### src/rtl/fp16_divider_if.sv
// Operand/result handshake bundle for the fp16 divider.
// The requester drives operands and accepts results; the divider computes.
interface fp16_divider_if;
    logic [15:0] A;
    logic [15:0] B;
    logic        in_valid;
    logic        in_ready;
    logic [15:0] out;
    logic        out_valid;
    logic        out_ready;

    modport master (
        output A, B, in_valid, out_ready,
        input  in_ready, out, out_valid
    );

    modport slave (
        input  A, B, in_valid, out_ready,
        output in_ready, out, out_valid
    );
endinterface

### src/rtl/fp16_divider.sv
// IEEE binary16 divider: radix-2 restoring division of the significands,
// round-to-nearest-even, subnormals flushed to zero, with a valid/ready handshake.
module fp16_divider (
    input  logic          CLK,
    input  logic          RESETn,
    fp16_divider_if.slave bus
);
    localparam int unsigned EXP_W   = 5;
    localparam int unsigned MAN_W   = 10;
    localparam int unsigned SIG_W   = MAN_W + 1;
    localparam int unsigned Q_W     = 13;
    localparam int unsigned REM_W   = SIG_W + 1;
    localparam int unsigned CNT_W   = 4;
    localparam int unsigned E_W     = 8;
    localparam int unsigned LAST_Q  = Q_W - 1;

    typedef enum logic [1:0] {IDLE, DIV, ROUND, DONE} state_t;

    state_t                  state, state_nx;
    logic [CNT_W-1:0]        cnt;
    logic [Q_W-1:0]          q;
    logic [REM_W-1:0]        rem;
    logic [SIG_W-1:0]        dvs;
    logic signed [E_W-1:0]   exp_d;
    logic                    sign;
    logic [15:0]             res;
    logic [15:0]             out_q;
    logic                    out_valid_q;
    logic                    in_ready_q;

    logic [EXP_W-1:0]        ea_c, eb_c;
    logic [MAN_W-1:0]        ma_c, mb_c;
    logic                    special_c;
    logic [14:0]             spec_mag_c;
    logic                    accept_c;

    logic                    q_bit_c;
    logic [REM_W-1:0]        rem_sel_c;

    logic [MAN_W-1:0]        frac_c;
    logic                    rnd_c, stk_c, inc_c;
    logic [MAN_W:0]          sum_c;
    logic signed [E_W-1:0]   e_c;
    logic [14:0]             round_mag_c;

    assign bus.in_ready  = in_ready_q;
    assign bus.out       = out_q;
    assign bus.out_valid = out_valid_q;

    assign ea_c     = bus.A[14:10];
    assign eb_c     = bus.B[14:10];
    assign ma_c     = bus.A[9:0];
    assign mb_c     = bus.B[9:0];
    assign accept_c = (state == IDLE) && bus.in_valid && in_ready_q;

    // Operand classification and special-case magnitudes
    always_comb begin
        logic nan_a, nan_b, inf_a, inf_b, zero_a, zero_b;
        nan_a      = (ea_c == 5'd31) && (ma_c != '0);
        nan_b      = (eb_c == 5'd31) && (mb_c != '0);
        inf_a      = (ea_c == 5'd31) && (ma_c == '0);
        inf_b      = (eb_c == 5'd31) && (mb_c == '0);
        zero_a     = (ea_c == '0);
        zero_b     = (eb_c == '0);
        special_c  = 1'b1;
        spec_mag_c = 15'h0000;
        if (nan_a || nan_b || (zero_a && zero_b) || (inf_a && inf_b))
            spec_mag_c = 15'h7C01;
        else if (zero_b || inf_a)
            spec_mag_c = 15'h7C00;
        else if (zero_a || inf_b)
            spec_mag_c = 15'h0000;
        else
            special_c = 1'b0;
    end

    // One restoring-division step
    always_comb begin
        q_bit_c   = (rem >= {1'b0, dvs});
        rem_sel_c = q_bit_c ? (rem - {1'b0, dvs}) : rem;
    end

    // Normalization and round-to-nearest-even on the finished quotient
    always_comb begin
        if (q[LAST_Q]) begin
            frac_c = q[11:2];
            rnd_c  = q[1];
            stk_c  = q[0] | (rem != '0);
            e_c    = exp_d + 8'sd15;
        end else begin
            frac_c = q[10:1];
            rnd_c  = q[0];
            stk_c  = (rem != '0);
            e_c    = exp_d + 8'sd14;
        end
        inc_c = rnd_c & (stk_c | frac_c[0]);
        sum_c = {1'b0, frac_c} + (MAN_W+1)'(inc_c);
        if (sum_c[MAN_W])
            e_c = e_c + 8'sd1;
        if (e_c >= 8'sd31)
            round_mag_c = 15'h7C00;
        else if (e_c <= 8'sd0)
            round_mag_c = 15'h0000;
        else
            round_mag_c = {e_c[EXP_W-1:0], sum_c[MAN_W-1:0]};
    end

    always_ff @(posedge CLK or negedge RESETn) begin
        if (!RESETn) state <= IDLE;
        else         state <= state_nx;
    end

    always_comb begin
        state_nx = state;
        case (state)
            IDLE:    if (accept_c) state_nx = special_c ? DONE : DIV;
            DIV:     if (cnt == CNT_W'(LAST_Q)) state_nx = ROUND;
            ROUND:   state_nx = DONE;
            DONE:    if (out_valid_q && bus.out_ready) state_nx = IDLE;
            default: state_nx = IDLE;
        endcase
    end

    // Datapath and registered handshake outputs
    always_ff @(posedge CLK or negedge RESETn) begin
        if (!RESETn) begin
            cnt         <= '0;
            q           <= '0;
            rem         <= '0;
            dvs         <= '0;
            exp_d       <= '0;
            sign        <= 1'b0;
            res         <= '0;
            out_q       <= '0;
            out_valid_q <= 1'b0;
            in_ready_q  <= 1'b1;
        end else begin
            in_ready_q <= (state_nx == IDLE);
            case (state)
                IDLE: if (accept_c) begin
                    sign  <= bus.A[15] ^ bus.B[15];
                    res   <= {bus.A[15] ^ bus.B[15], spec_mag_c};
                    rem   <= {2'b01, ma_c};
                    dvs   <= {1'b1, mb_c};
                    exp_d <= $signed({3'b000, ea_c}) - $signed({3'b000, eb_c});
                    cnt   <= '0;
                    q     <= '0;
                end
                DIV: begin
                    q   <= {q[LAST_Q-1:0], q_bit_c};
                    rem <= {rem_sel_c[REM_W-2:0], 1'b0};
                    cnt <= cnt + CNT_W'(1);
                end
                ROUND: res <= {sign, round_mag_c};
                DONE: begin
                    if (!out_valid_q) begin
                        out_q       <= res;
                        out_valid_q <= 1'b1;
                    end else if (bus.out_ready) begin
                        out_valid_q <= 1'b0;
                    end
                end
                default: ;
            endcase
        end
    end
endmodule

### src/flat_wrapper.sv
// flat-port wrapper written by rule: the top's interface ports become plain ports
module fp16_divider_flat 
  (CLK, RESETn, bus_A, bus_B, bus_in_valid, bus_out_ready, bus_in_ready, bus_out, bus_out_valid);
  fp16_divider_if bus_i ();
  input  logic CLK;
  input  logic RESETn;
  input wire logic [$bits(bus_i.A)-1:0] bus_A;
  input wire logic [$bits(bus_i.B)-1:0] bus_B;
  input wire logic [$bits(bus_i.in_valid)-1:0] bus_in_valid;
  input wire logic [$bits(bus_i.out_ready)-1:0] bus_out_ready;
  output wire logic [$bits(bus_i.in_ready)-1:0] bus_in_ready;
  output wire logic [$bits(bus_i.out)-1:0] bus_out;
  output wire logic [$bits(bus_i.out_valid)-1:0] bus_out_valid;
  assign bus_i.A = bus_A;
  assign bus_i.B = bus_B;
  assign bus_i.in_valid = bus_in_valid;
  assign bus_i.out_ready = bus_out_ready;
  assign bus_in_ready = bus_i.in_ready;
  assign bus_out = bus_i.out;
  assign bus_out_valid = bus_i.out_valid;
  fp16_divider u_core (.CLK(CLK), .RESETn(RESETn), .bus(bus_i));
endmodule
### config.mk
export PLATFORM = sky130hd
export DESIGN_NAME = fp16_divider_flat
export DESIGN_NICKNAME = d
export VERILOG_FILES = /design/src/rtl/fp16_divider_if.sv /design/src/rtl/fp16_divider.sv /design/src/flat_wrapper.sv
export SDC_FILE = /design/constraint.sdc
export NUM_CORES = 1
export LEC_CHECK = 0
export ABC_AREA = 1
export BUFFER_PORTS_ARGS = -buffer_cell sky130_fd_sc_hd__buf_2
export CORE_MARGIN = 1
export CORE_UTILIZATION = 43
export CTS_BUF_LIST = sky130_fd_sc_hd__clkbuf_4
export DETAILED_ROUTE_END_ITERATION = 8
export MAX_ROUTING_LAYER = met4
export PLACE_DENSITY = 0.67
export SLEW_MARGIN = 10
export SYNTH_ARGS = -nofsm -noshare
export SYNTH_HDL_FRONTEND = slang
export SYNTH_SLANG_ARGS = --single-unit
export TNS_END_PERCENT = 50
### constraint.sdc
create_clock -name CLK -period 3.6 [get_ports CLK]
set_clock_uncertainty 0.05 [all_clocks]
set_input_delay 0 -clock CLK [delete_from_list [all_inputs] [get_ports CLK]]
set_output_delay 0 -clock CLK [all_outputs]
set_load 0.005 [all_outputs]
== After elaboration in Yosys (flattened, before gate mapping) ==
Index checks and enable logic that the tools add are counted.
Widths: inputs -> output; s select.

* Register bits: 85
* Input bits: 36

* Add/sub/neg operators: 7
* $lt $le $gt $ge: 3
* Eq/ne operators: 7
* Mux-type cells: 28
* Bitwise logic cells: 5
* Reductions and logical operators: 29

{| class="wikitable"
|+ Operators by type and width
! cell !! number
|-
| $mux 15 || 4
|-
| $pmux 16 s2 || 1
|-
| $pmux 13 s2 || 1
|-
| $pmux 12 s2 || 1
|-
| $logic_not 10->1 || 2
|-
| $reduce_bool 10->1 || 2
|-
| $add 8x5->8 const B || 2
|-
| $mux 16 || 1
|-
| $mux 8 || 2
|-
| $mux 13 || 1
|-
| $ge 12x11->1 || 1
|-
| $mux 12 || 1
|-
| $reduce_bool 12->1 || 1
|-
| $add 10x1->11 || 1
|-
| $mux 11 || 1
|-
| $sub 11x11->11 || 1
|-
| $eq 5x5->1 const B || 2
|-
| $logic_not 5->1 || 2
|-
| $mux 10 || 1
|-
| $logic_and 1x1->1 || 9
|-
| $add 8x2->8 const B || 1
|-
| $ge 8x6->1 const B || 1
|-
| $le 8x1->1 const B || 1
|-
| $mux 2 || 4
|-
| other kinds (18) || 35
|}

== Depth between registers and ports, before layout ==
Gate-level depths: netlist of run 1.

* Word-level depth: 11
* Depth in mapped cells: 20

== Worst setup path after synthesis of run 1 ==
OpenSTA, ideal clock, no wires.

* Path kind: reg-to-reg
* Start: register u_core.q[12]
* End: register u_core.res[14]
* Setup time: 0.121 ns
* Arrival: 2.333 ns
* Data required time: 3.429 ns
* Slack: 1.096 ns
* Cell stages (with the launch flop): 18
* Clock period less this slack: 2.504 ns
* Cell sequence: dfrtp_1 > buf_6 > buf_8 > buf_6 > o21ai_0 > nand2_1 > inv_1 > ha_1 > nand2_2 > nor2_4 > nand4_1 > nand2_1 > nand2_2 > o21ai_2 > buf_4 > nand2_1 > nand2_1 > nand2_1

* Word-level cells in the longest chain between the ends: 9
* Elaborated cells between the ends (all ways): 14
* Classes of those cells: 2 x add/sub; 2 x order compare; 8 x mux; 2 x bitwise

{| class="wikitable"
|+ Ends and longest elaborated chain
! what !! line !! source
|-
| from (decl) || fp16_divider.sv:21 || <nowiki>logic [Q_W-1:0] q;</nowiki>
|-
| from (signal assigned) || fp16_divider.sv:150 || <nowiki>q <= {q[LAST_Q-1:0], q_bit_c};</nowiki>
|-
| $mux 1 / $mux 10 (equally long branches) || fp16_divider.sv:85 || <nowiki>if (q[LAST_Q]) begin</nowiki>
|-
| $or 1x1->1 || fp16_divider.sv:96 || <nowiki>inc_c = rnd_c & (stk_c | frac_c[0]);</nowiki>
|-
| $and 1x1->1 || fp16_divider.sv:96 ||
|-
| $add 10x1->11 || fp16_divider.sv:97 || <nowiki>sum_c = {1'b0, frac_c} + (MAN_W+1)'(inc_c);</nowiki>
|-
| $mux 8 (*) || fp16_divider.sv:98 || <nowiki>if (sum_c[MAN_W])</nowiki>
|-
| $le 8x1->1 || fp16_divider.sv:102 || <nowiki>else if (e_c <= 8'sd0)</nowiki>
|-
| $mux 15 || fp16_divider.sv:102 ||
|-
| $mux 15 (*) || fp16_divider.sv:100 || <nowiki>if (e_c >= 8'sd31)</nowiki>
|-
| $pmux 16 s2 (*) || fp16_divider.sv:139 || <nowiki>case (state)</nowiki>
|-
| to (signal assigned) || fp16_divider.sv:142 || <nowiki>res <= {bus.A[15] ^ bus.B[15], spec_mag_c};</nowiki>
|-
| to (signal assigned) || fp16_divider.sv:154 || <nowiki>ROUND: res <= {sign, round_mag_c};</nowiki>
|-
| to (decl) || fp16_divider.sv:26 || <nowiki>logic [15:0] res;</nowiki>
|}

Every way passes the cells marked *; elsewhere a longest branch is shown, timed or not.
A chain may end at the register's enable or synchronous reset.

== Worst setup path in the final report of run 1 ==
* Start: register u_core.q[12]
* End: register u_core.res[11]

The elaborated chain is that of the path after synthesis.

==> flow_metrics.tcl, run 1 <==
set metrics [dict create \
    syn_nets 723 \
    final_common_cell "nand2_1" \
    cpPeakStageDelay_ns 0.68 \
    cts_tree "yes" \
    path_delay_family "simple AND/OR/NAND/NOR gates" \
    crit_path_start_kind "flip-flop" \
    cts_setup_buffers 0 \
    status "complete, but fails checks" \
    wl_per_cell_um 13.3 \
    power_mw 5.06 \
    synthArstFlopShare_pct 100 \
    initial_core_util_pct 44.8 \
    fmax_mhz 355 \
    nNetsFinal 817 \
    area.growth.synth_to_final_pct 17.9 \
    power.leakage_nw 3.07 \
    arrival_ns 3.14 \
    die_w_um 112 \
    path_cells "buf_4, nand2_1, o21ai_2, ha_1, nand2_2, nor2_4, nand4_1, nand2_1, nand2_2, o21ai_2, nand2_1, nand2_1, nand2_1" \
    detailed_place.area_mm2 0.00558 \
    holdBufCountCts 41 \
    gr-usage-all-layers_pct 21.8 \
    cts-root-buf "clkbuf_4" \
    io_pins 54 \
    grt_max_degree 53 \
    grt_pass1_wl_um 21200 \
    p_per_area_mw_per_mm2 827 \
    tightest_slew_ns 0.743 \
    combPwrFrac_pct 57.8 \
    slowest_stage "dfrtp_1" \
    drt-pass1-iter-count 7 \
    clockBufferDepth 2 \
    fp.dieH_um 112 \
    cts_num_sinks 83 \
    synth_ff_type "dfrtp_1" \
    hpwl_um 8800 \
    rsz0062_at_grt "false" \
    swShare_pct 48.0 \
    relSlewSlack_pct 50.3 \
    final_cell_mix "146 x nand2_1, 99 x inv_1, 82 x dfrtp_1, 52 x buf_2, 44 x o21ai_0" \
    power_frac_seq_pct 32.1 \
    drc_errors 2 \
    cp.required_ns 3.92 \
    cp_max_fo 15 \
    cts-resized-gates 0 \
    grt_overflow 0 \
    wl_um 12100 \
    crit_path_end_kind "flip-flop" \
    power.share.clock_pct 10.1 \
    worstSkewPairLatency_ns 0.49 \
    period_share_pct 78.2 \
    max_cap_viol_count 0 \
    gp_routability_congestion 0.928 \
    cts_made_buffers 9 \
    drive_gt1_share_pct 16.7 \
    drt_iter0_drc 219 \
    p_int_mw 2.63 \
    final-hold-violation-count 0 \
    vias_per_cell 5.21 \
    synth_cells 662 \
    path_clk_slew_ns 0.16 \
    ys_types 54 \
    synth_edf_count 0 \
    cp_common_cell "nand2_1" \
    place.port_buffers 53 \
    hold_path.class "input pin to async pin" \
    p_sw_mw 2.43 \
    antenna_found_initial 0 \
    antenna_cells 0 \
    slew_viol_final 0 \
    critPathKind "flip-flop to flip-flop" \
    die_area_mm2 0.0125 \
    worst-path-buf-inv 1 \
    violations "DRC" \
    synth_area_mm2 0.00518 \
    syn_avg_cell_area_um2 7.83 \
    yosysWarningCount 0 \
    core_mm2 0.0116 \
    drtAntennaViolNets 0 \
    final_area_mm2 0.00611 \
    yosysSeqAreaShare_pct 40.1 \
    setup_tns_ns 0 \
    synth.ff_latch_count 83 \
    ir_drop_uv 379 \
    h-tree-depth 3 \
    period_needed_ns 2.81 \
    vias 4712 \
    floorplan.rows 39 \
    setup-violations-final 0 \
    grt_pass1_vias 4868 \
]
-- worst register-to-register path, cell delays in order, from the launching register on --
cell     delay (ns)
dfrtp_1        0.68
buf_4          0.31
nand2_1        0.09
o21ai_2        0.07
ha_1           0.33
nand2_2        0.13
nor2_4         0.14
nand4_1        0.10
nand2_1        0.12
nand2_2        0.07
o21ai_2        0.38
nand2_1        0.11
nand2_1        0.07
nand2_1        0.05
-- sequential cells by signal (all words and copies together), names as in the netlist --
register	count
u_core.bus.out_valid	1
u_core.exp_d	6
u_core.dvs	11
u_core.state	2
u_core.q	13
u_core.res	16
u_core.sign	1
u_core.rem	12
u_core.bus.out	16
u_core.cnt	4
u_core.bus.in_ready	1
-- final timing paths --
kind	from	to	slack, ns	cells after the start
min in group CLK	bus_A[10]	u_core.bus.in_ready$_DFF_PN1_	0.09	8
max	u_core.q[12]$_DFFE_PN0P_	u_core.res[11]$_DFFE_PN0P_	0.79	13
min reg2reg	u_core.dvs[10]$_DFFE_PN0P_	u_core.dvs[10]$_DFFE_PN0P_	0.44	2
max in group asynchronous	RESETn	u_core.bus.out[10]$_DFFE_PN0P_	2.58	3
max reg2reg	u_core.q[12]$_DFFE_PN0P_	u_core.res[11]$_DFFE_PN0P_	0.79	13
min	RESETn	u_core.q[12]$_DFFE_PN0P_	0.04	2
-- per-layer routing --
metal	global-route usage, %	vias up	share of wire, %
met5	-	-	0
met4	10.0	0	2.5
met3	4.57	32	4.2
met2	35.7	117	48
met1	25.7	2210	45
li1	-	2353	-
-- synth_stat cells, types with 2 or more instances --
| cell type | instances | area, µm² |
|---|---|---|
| nand2_1 | 146 | 548 |
| o21ai_0 | 44 | 220 |
| o22ai_1 | 14 | 87.6 |
| nand2_2 | 12 | 75.1 |
| nand3_1 | 40 | 200 |
| buf_6 | 2 | 22.5 |
| xnor2_1 | 4 | 35.0 |
| mux2_2 | 9 | 101 |
| nor3_1 | 7 | 35.0 |
| o21ai_1 | 10 | 50.1 |
| nor2_1 | 42 | 158 |
| inv_2 | 3 | 11.3 |
| o211ai_1 | 5 | 37.5 |
| dfrtp_1 | 82 | 2050 |
| nor2_2 | 5 | 31.3 |
| ha_1 | 23 | 288 |
| o21ai_2 | 6 | 52.6 |
| fa_1 | 2 | 40.0 |
| clkbuf_1 | 12 | 45.0 |
| a21oi_1 | 27 | 135 |
| inv_1 | 99 | 372 |
| xor2_1 | 10 | 87.6 |
| a211oi_1 | 2 | 15.0 |
| nand4_1 | 15 | 93.8 |
| a22oi_1 | 4 | 30.0 |
| nand3_2 | 2 | 20.0 |
| nor4_1 | 4 | 25.0 |
| nor2_4 | 4 | 45.0 |
| o21bai_1 | 2 | 15.0 |
-- cell families after synthesis --
| group | count (synthesis) | synth area share (%) |
|---|---|---|
| and+or+nand+nor | 285 | 25.5 |
| muxes | 9 | 1.96 |
| xor gates and xnor gates | 15 | 2.68 |
| DFF | 83 | 40.1 |
| buffers and inverters | 122 | 9.46 |
| AOI/OAI and AO/OA | 123 | 14.0 |
| adders and majority gates | 25 | 6.32 |
-- area by class of cell --
cell class,count,area (µm²)
clock inverters,7,51.3
inverters,104,392
fillers,1098,5450
flip-flops and latches,83,2080
clock buffers,9,67.6
repair buffers,101,731
well taps,143,179
multi-input cells,457,2620
-- power by group through the flow --
stage | Combinational (mW) | Clock [mW] | Sequential (mW)
after CTS | 2.92 | 0.525 | 1.63
after detailed placement | 2.85 | 0 | 1.64
after global routing | 3.34 | 0.560 | 1.68
after global placement | 2.76 | 0 | 1.63
final | 2.92 | 0.511 | 1.62
after floorplan | 2.25 | 0 | 1.58
-- per-stage QoR --
| step | hold slack, ns | util (%) | std cells | worst slack, ns |
|---|---|---|---|---|
| 3_5_place_dp | 0.0375 | 48.3 | 847 | 0.825 |
| 4_1_cts | 0.0467 | 52.9 | 904 | 0.762 |
| 2_1_floorplan | -0.346 | - | 662 | 1.10 |
| 5_1_grt | 0.0844 | 52.9 | 904 | 0.406 |
| 3_3_place_gp | 0.0353 | 48.3 | 847 | 0.920 |
| 6_report | 0.0401 | 52.9 | 904 | 0.786 |
Note: power is estimated with default switching activity, not from simulation.
==> inputs of run 2 (changes only) <==
==> constraint.sdc (replaced) <==
create_clock -name CLK -period 2.72 [get_ports CLK]
set_clock_uncertainty 0.05 [all_clocks]
set_input_delay 0 -clock CLK [delete_from_list [all_inputs] [get_ports CLK]]
set_output_delay 0 -clock CLK [all_outputs]
set_load 0.005 [all_outputs]
==> run 2 against run 1 <==
Effect of this change: the run still ends with DRC left; final area is 0.63% higher; non-clock buffer count grew 1; worst setup slack lost 0.55 ns; power is 34% higher; final cell count is 0.22% higher; critical path type unchanged; die area stayed put; worst hold slack hardly changed; fmax is 13% higher; register-to-register slack worse by 0.55 ns; sequential power up 31%; routed wire length fell by 0.88%.
==> flow_metrics.tcl, run 2 (synthesis results as in run 1) <==
set metrics [dict create \
    period_share_pct 91.5 \
    crit_path_start_kind "flip-flop" \
    vias 4655 \
    slowest_stage "nor2_2" \
    cpPeakStageDelay_ns 0.45 \
    worst_hold_path.endpoint "u_core.res[0]$_DFFE_PN0P_" \
    path_cells "inv_1, ha_1, fa_1, o21ai_1, a21oi_1, o21ai_1, nand2_1, inv_1, nor2_2, nand2_1, o211ai_1, nand3_1, inv_1" \
    drt-pass1-iter-count 7 \
    gp_routability_congestion 0.933 \
    swShare_pct 47.6 \
    drtAntennaViolNets 0 \
    die_w_um 112 \
    rsz0062_at_grt "false" \
    place.port_buffers 53 \
    wl_per_cell_um 13.2 \
    cp.required_ns 3.08 \
    violations "DRC" \
    crit_path_end_kind "flip-flop" \
    power_frac_seq_pct 31.4 \
    final_common_cell "nand2_1" \
    slew_viol_final 0 \
    drc_errors 1 \
    initial_core_util_pct 44.8 \
    floorplan.rows 39 \
    hold_start "bus_B[12]" \
    period_needed_ns 2.49 \
    tightest_slew_ns 1.08 \
    final-hold-violation-count 0 \
    wl_um 12000 \
    grt_pass1_wl_um 21100 \
    worstSkewPairLatency_ns 0.49 \
    p_per_area_mw_per_mm2 1110 \
    ir_drop_uv 545 \
    critPathKind "flip-flop to flip-flop" \
    h-tree-depth 3 \
    grt_pass1_vias 4658 \
    holdWs_ns 0.0403 \
    cts_tree "yes" \
    core_mm2 0.0116 \
    path_clk_slew_ns 0.17 \
    die_area_mm2 0.0125 \
    dp_slack_ns 0.0526 \
    dp.cells 849 \
    fp.dieH_um 112 \
    path_delay_family "simple AND/OR/NAND/NOR gates" \
    area.growth.synth_to_final_pct 18.7 \
    arrival_ns 2.85 \
    r2r-start "u_core.rem[0]$_DFFE_PN0P_" \
    reg2reg_slack_ns 0.23 \
    cp_max_fo 13 \
    drive_gt1_share_pct 17.6 \
    max_cap_viol_count 0 \
    cp_common_cell "inv_1" \
    final_cell_mix "146 x nand2_1, 99 x inv_1, 81 x dfrtp_1, 52 x buf_2, 44 x o21ai_0" \
    cts_num_sinks 83 \
    setup_ws_ns 0.232 \
    power.leakage_nw 3.09 \
    worst-path-buf-inv 3 \
    setup-violations-final 0 \
    hpwl_um 8690 \
    power.share.clock_pct 10.0 \
    rr_worst_depth 13 \
    cts-root-buf "clkbuf_4" \
    relSlewSlack_pct 27.7 \
    nNetsFinal 818 \
    p_int_mw 3.56 \
    clockBufferDepth 2 \
    hold_path.class "input pin to flip-flop" \
    gr-usage-all-layers_pct 21.8 \
    status "complete, but fails checks" \
    drt_iter0_drc 260 \
    regToRegEndpoint "u_core.rem[7]$_DFFE_PN0P_" \
    cts_made_buffers 9 \
    hold_depth 6 \
    grt_max_degree 84 \
    grt_overflow 0 \
    combPwrFrac_pct 58.6 \
    setup_tns_ns 0 \
    p_sw_mw 3.24 \
    finalNonFillerCells 906 \
    fmax_mhz 402 \
    worst-path-stages 13 \
    antenna_found_initial 1 \
    vias_per_cell 5.14 \
    io_pins 54 \
]
-- run 2: how the worst max path moves through the flow --
stage	start	endpoint	slack, ns
after floorplan	u_core.q[12]$_DFFE_PN0P_	u_core.res[14]$_DFFE_PN0P_	0.22
after global placement	u_core.dvs[3]$_DFFE_PN0P_	u_core.rem[7]$_DFFE_PN0P_	0.11
after detailed placement	u_core.rem[0]$_DFFE_PN0P_	u_core.rem[8]$_DFFE_PN0P_	0.05
after CTS	u_core.dvs[3]$_DFFE_PN0P_	u_core.rem[8]$_DFFE_PN0P_	0.004
after global routing	u_core.dvs[5]$_DFFE_PN0P_	u_core.rem[8]$_DFFE_PN0P_	0.003
final	u_core.rem[0]$_DFFE_PN0P_	u_core.rem[7]$_DFFE_PN0P_	0.23
-- run 2: power by group through the flow --
stage          registers, mW  clock network [mW]  logic (mW)
2_1_floorplan           2.09                   0        2.97
3_3_place_gp            2.13                   0        3.70
3_5_place_dp            2.16                   0        3.80
4_1_cts                 2.13               0.706        3.88
5_1_grt                 2.21               0.752        4.53
6_report                2.13               0.684        3.99
-- run 2: metrics by stage --
step / cell area [µm²] / total power, mW / utilization [%]
after floorplan: 5180 / 5.06 / -
after global placement: 5600 / 5.83 / 48.4
after detailed placement: 5600 / 5.96 / 48.4
after CTS: 6110 / 6.72 / 52.9
after global routing: 6150 / 7.49 / 53.2
final: 6150 / 6.80 / 53.2
-- run 2: final cells by class --
type,count,area [µm²]
diodes,1,2.50
flip-flops and latches,83,2080
fillers,1070,5410
multi-input cells,457,2630
clock buffers,10,75.1
inverters,104,392
well taps,143,179
clock inverters,6,47.5
repair buffers,102,746
-- run 2: timing repair --
item                       4_1_cts  5_1_grt
setup endpoints to repair        0       26
buffers inserted                 0        1
gates resized for setup          0        6
hold buffers                    39        0
hold endpoints to repair       115        0
-- run 2: worst min-delay path, delay by kind of cell --
family,cells,cell delay (ns)
compound gates,2,0.22
simple gates,3,0.25
buf+inv,1,0.09
-- run 2: per-layer routing --
layer / vias up / global-route usage [%] / routed length [µm]
li1: 2363 / - / -
met1: 2139 / 26.4 / 5480
met2: 124 / 34.8 / 5590
met3: 29 / 4.57 / 562
met4: 0 / 10.4 / 326
met5: - / - / 0
==> inputs of run 3 (changes only) <==
--- a/config.mk
+++ b/config.mk
@@ -7,14 +7,15 @@
 export LEC_CHECK = 0
 export ABC_AREA = 1
 export BUFFER_PORTS_ARGS = -buffer_cell sky130_fd_sc_hd__buf_2
+export CAP_MARGIN = 10
 export CORE_MARGIN = 1
 export CORE_UTILIZATION = 43
 export CTS_BUF_LIST = sky130_fd_sc_hd__clkbuf_4
 export DETAILED_ROUTE_END_ITERATION = 8
 export MAX_ROUTING_LAYER = met4
-export PLACE_DENSITY = 0.67
+export PLACE_DENSITY = 0.64
 export SLEW_MARGIN = 10
 export SYNTH_ARGS = -nofsm -noshare
 export SYNTH_HDL_FRONTEND = slang
 export SYNTH_SLANG_ARGS = --single-unit
-export TNS_END_PERCENT = 50
+export TNS_END_PERCENT = 10
==> run 3 against run 2 <==
Effect of this change: the flow still finishes with violations (DRC); critical path type unchanged; combinational power down 3%; non-clock buffer count fell by 1; via count shrank 1.2%; largest power group unchanged; flip-flop and latch count unchanged.
==> flow_metrics.tcl, run 3 (synthesis results as in run 1) <==
set metrics [dict create \
    status "complete, but fails checks" \
    violations "DRC" \
    cts_tree "yes" \
    cts-root-buf "clkbuf_4" \
    drive_gt1_share_pct 17.3 \
    setup_tns_ns 0 \
    gp_routability_congestion 0.885 \
    initial_core_util_pct 44.8 \
    cp_max_fo 8 \
    drtAntennaViolNets 0 \
    gr-usage-all-layers_pct 21.4 \
    vias 4600 \
    antenna_cells 0 \
    r2r-start "u_core.rem[6]$_DFFE_PN0P_" \
    place.port_buffers 53 \
    cts_made_buffers 9 \
    vias_per_cell 5.09 \
    critPathKind "flip-flop to flip-flop" \
    final_cell_mix "146 x nand2_1, 99 x inv_1, 81 x dfrtp_1, 52 x buf_2, 44 x o21ai_0" \
    fmax_mhz 398 \
    reg2reg_slack_ns 0.21 \
    wl_per_cell_um 13.0 \
    die_w_um 112 \
    io_pins 54 \
    drc_errors 1 \
    floorplan.rows 39 \
    detailed_place.area_mm2 0.00560 \
    hold_start "bus_B[12]" \
    final_area_mm2 0.00615 \
    worst_hold_path.endpoint "u_core.state[1]$_DFF_PN0_" \
    hold_depth 7 \
    period_needed_ns 2.51 \
    rr_worst_depth 10 \
    max_cap_viol_count 0 \
    setup-violations-final 0 \
    hpwl_um 8490 \
    clockBufferDepth 2 \
    dp.cells 849 \
    area.growth.synth_to_final_pct 18.6 \
    grt_pass1_wl_um 20800 \
    cp.required_ns 3.03 \
    worstSkewPairLatency_ns 0.48 \
    final-hold-violation-count 0 \
    cts_num_sinks 83 \
    crit_start "u_core.rem[6]$_DFFE_PN0P_" \
    rsz0062_at_grt "false" \
    nNetsFinal 817 \
    holdWs_ns 0.0513 \
    ir_drop_uv 443 \
    tightest_slew_ns 1.07 \
    grt_pass1_vias 4613 \
    p_per_area_mw_per_mm2 1100 \
    final_common_cell "nand2_1" \
    grt_max_degree 84 \
    drt_iter0_drc 251 \
    regToRegEndpoint "u_core.rem[3]$_DFFE_PN0P_" \
    fp.dieH_um 112 \
    finalNonFillerCells 904 \
    power.leakage_nw 3.07 \
    crit_path_start_kind "flip-flop" \
    wl_um 11800 \
    h-tree-depth 3 \
    hold_path.class "input pin to flip-flop" \
    slew_viol_final 0 \
    die_area_mm2 0.0125 \
    period_share_pct 92.5 \
    relSlewSlack_pct 28.8 \
    path_clk_slew_ns 0.15 \
    cts_setup_buffers 0 \
    core_mm2 0.0116 \
    grt_overflow 0 \
    arrival_ns 2.83 \
    drt-pass1-iter-count 6 \
    crit_path_end_kind "flip-flop" \
    antenna_found_initial 0 \
]
run 3: layer usage:
metal / routed length (µm) / vias to the layer above / global-route usage [%]
met3: 417 / 24 / 3.76
met2: 5470 / 101 / 34.1
met5: 0 / - / -
met1: 5600 / 2116 / 26.9
li1: - / 2359 / -
met4: 285 / 0 / 9.10
run 3: cell type report:
cell class | count | area, µm²
Fill cell | 1099 | 5420
Clock inverter | 7 | 67.6
Clock buffer | 9 | 67.6
Tap cell | 143 | 179
Timing Repair Buffer | 101 | 726
Inverter | 104 | 392
Sequential cell | 83 | 2080
Multi-Input combinational cell | 457 | 2640
run 3: worst max-delay path by stage:
stage	end	cells past startpoint
after floorplan	u_core.res[14]$_DFFE_PN0P_	17
after global placement	u_core.rem[2]$_DFFE_PN0P_	12
after detailed placement	u_core.res[11]$_DFFE_PN0P_	13
after CTS	u_core.res[11]$_DFFE_PN0P_	13
after global routing	u_core.rem[3]$_DFFE_PN0P_	10
final	u_core.rem[3]$_DFFE_PN0P_	10
run 3: per-stage QoR:
stage               utilization (%)  worst slack [ns]  total power [mW]
floorplan                         -             0.216              5.06
global placement               48.4             0.212              5.83
detailed placement             48.4             0.125              5.93
CTS                            53.0            0.0872              6.77
global route                   53.2           0.00135              7.50
finish                         53.2             0.205              6.77
run 3: critical path, stage by stage (launching register included):
cell and delay [ns]:
dfrtp_1 0.45, ha_1 0.36, nand2_1 0.08, nor2_1 0.16, nand4_1 0.13, o311ai_1 0.54
inv_1 0.13, nand2_1 0.25, nand2_1 0.09, nand3_1 0.08, a22oi_1 0.07
run 3: timing repair:
| action | 4_1_cts | 5_1_grt |
|---|---|---|
| endpoints found under the setup margin | 0 | 24 |
| endpoints found under the hold margin | 115 | 0 |
| gates resized for setup | 0 | 7 |
| hold buffers | 39 | 0 |
run 3: where the power goes:
group	total [mW]	internal [mW]	switching, mW
clock	0.735	0.276	0.459
combinational	3.89	1.53	2.36
sequential	2.14	1.78	0.356
total	6.77	3.59	3.17
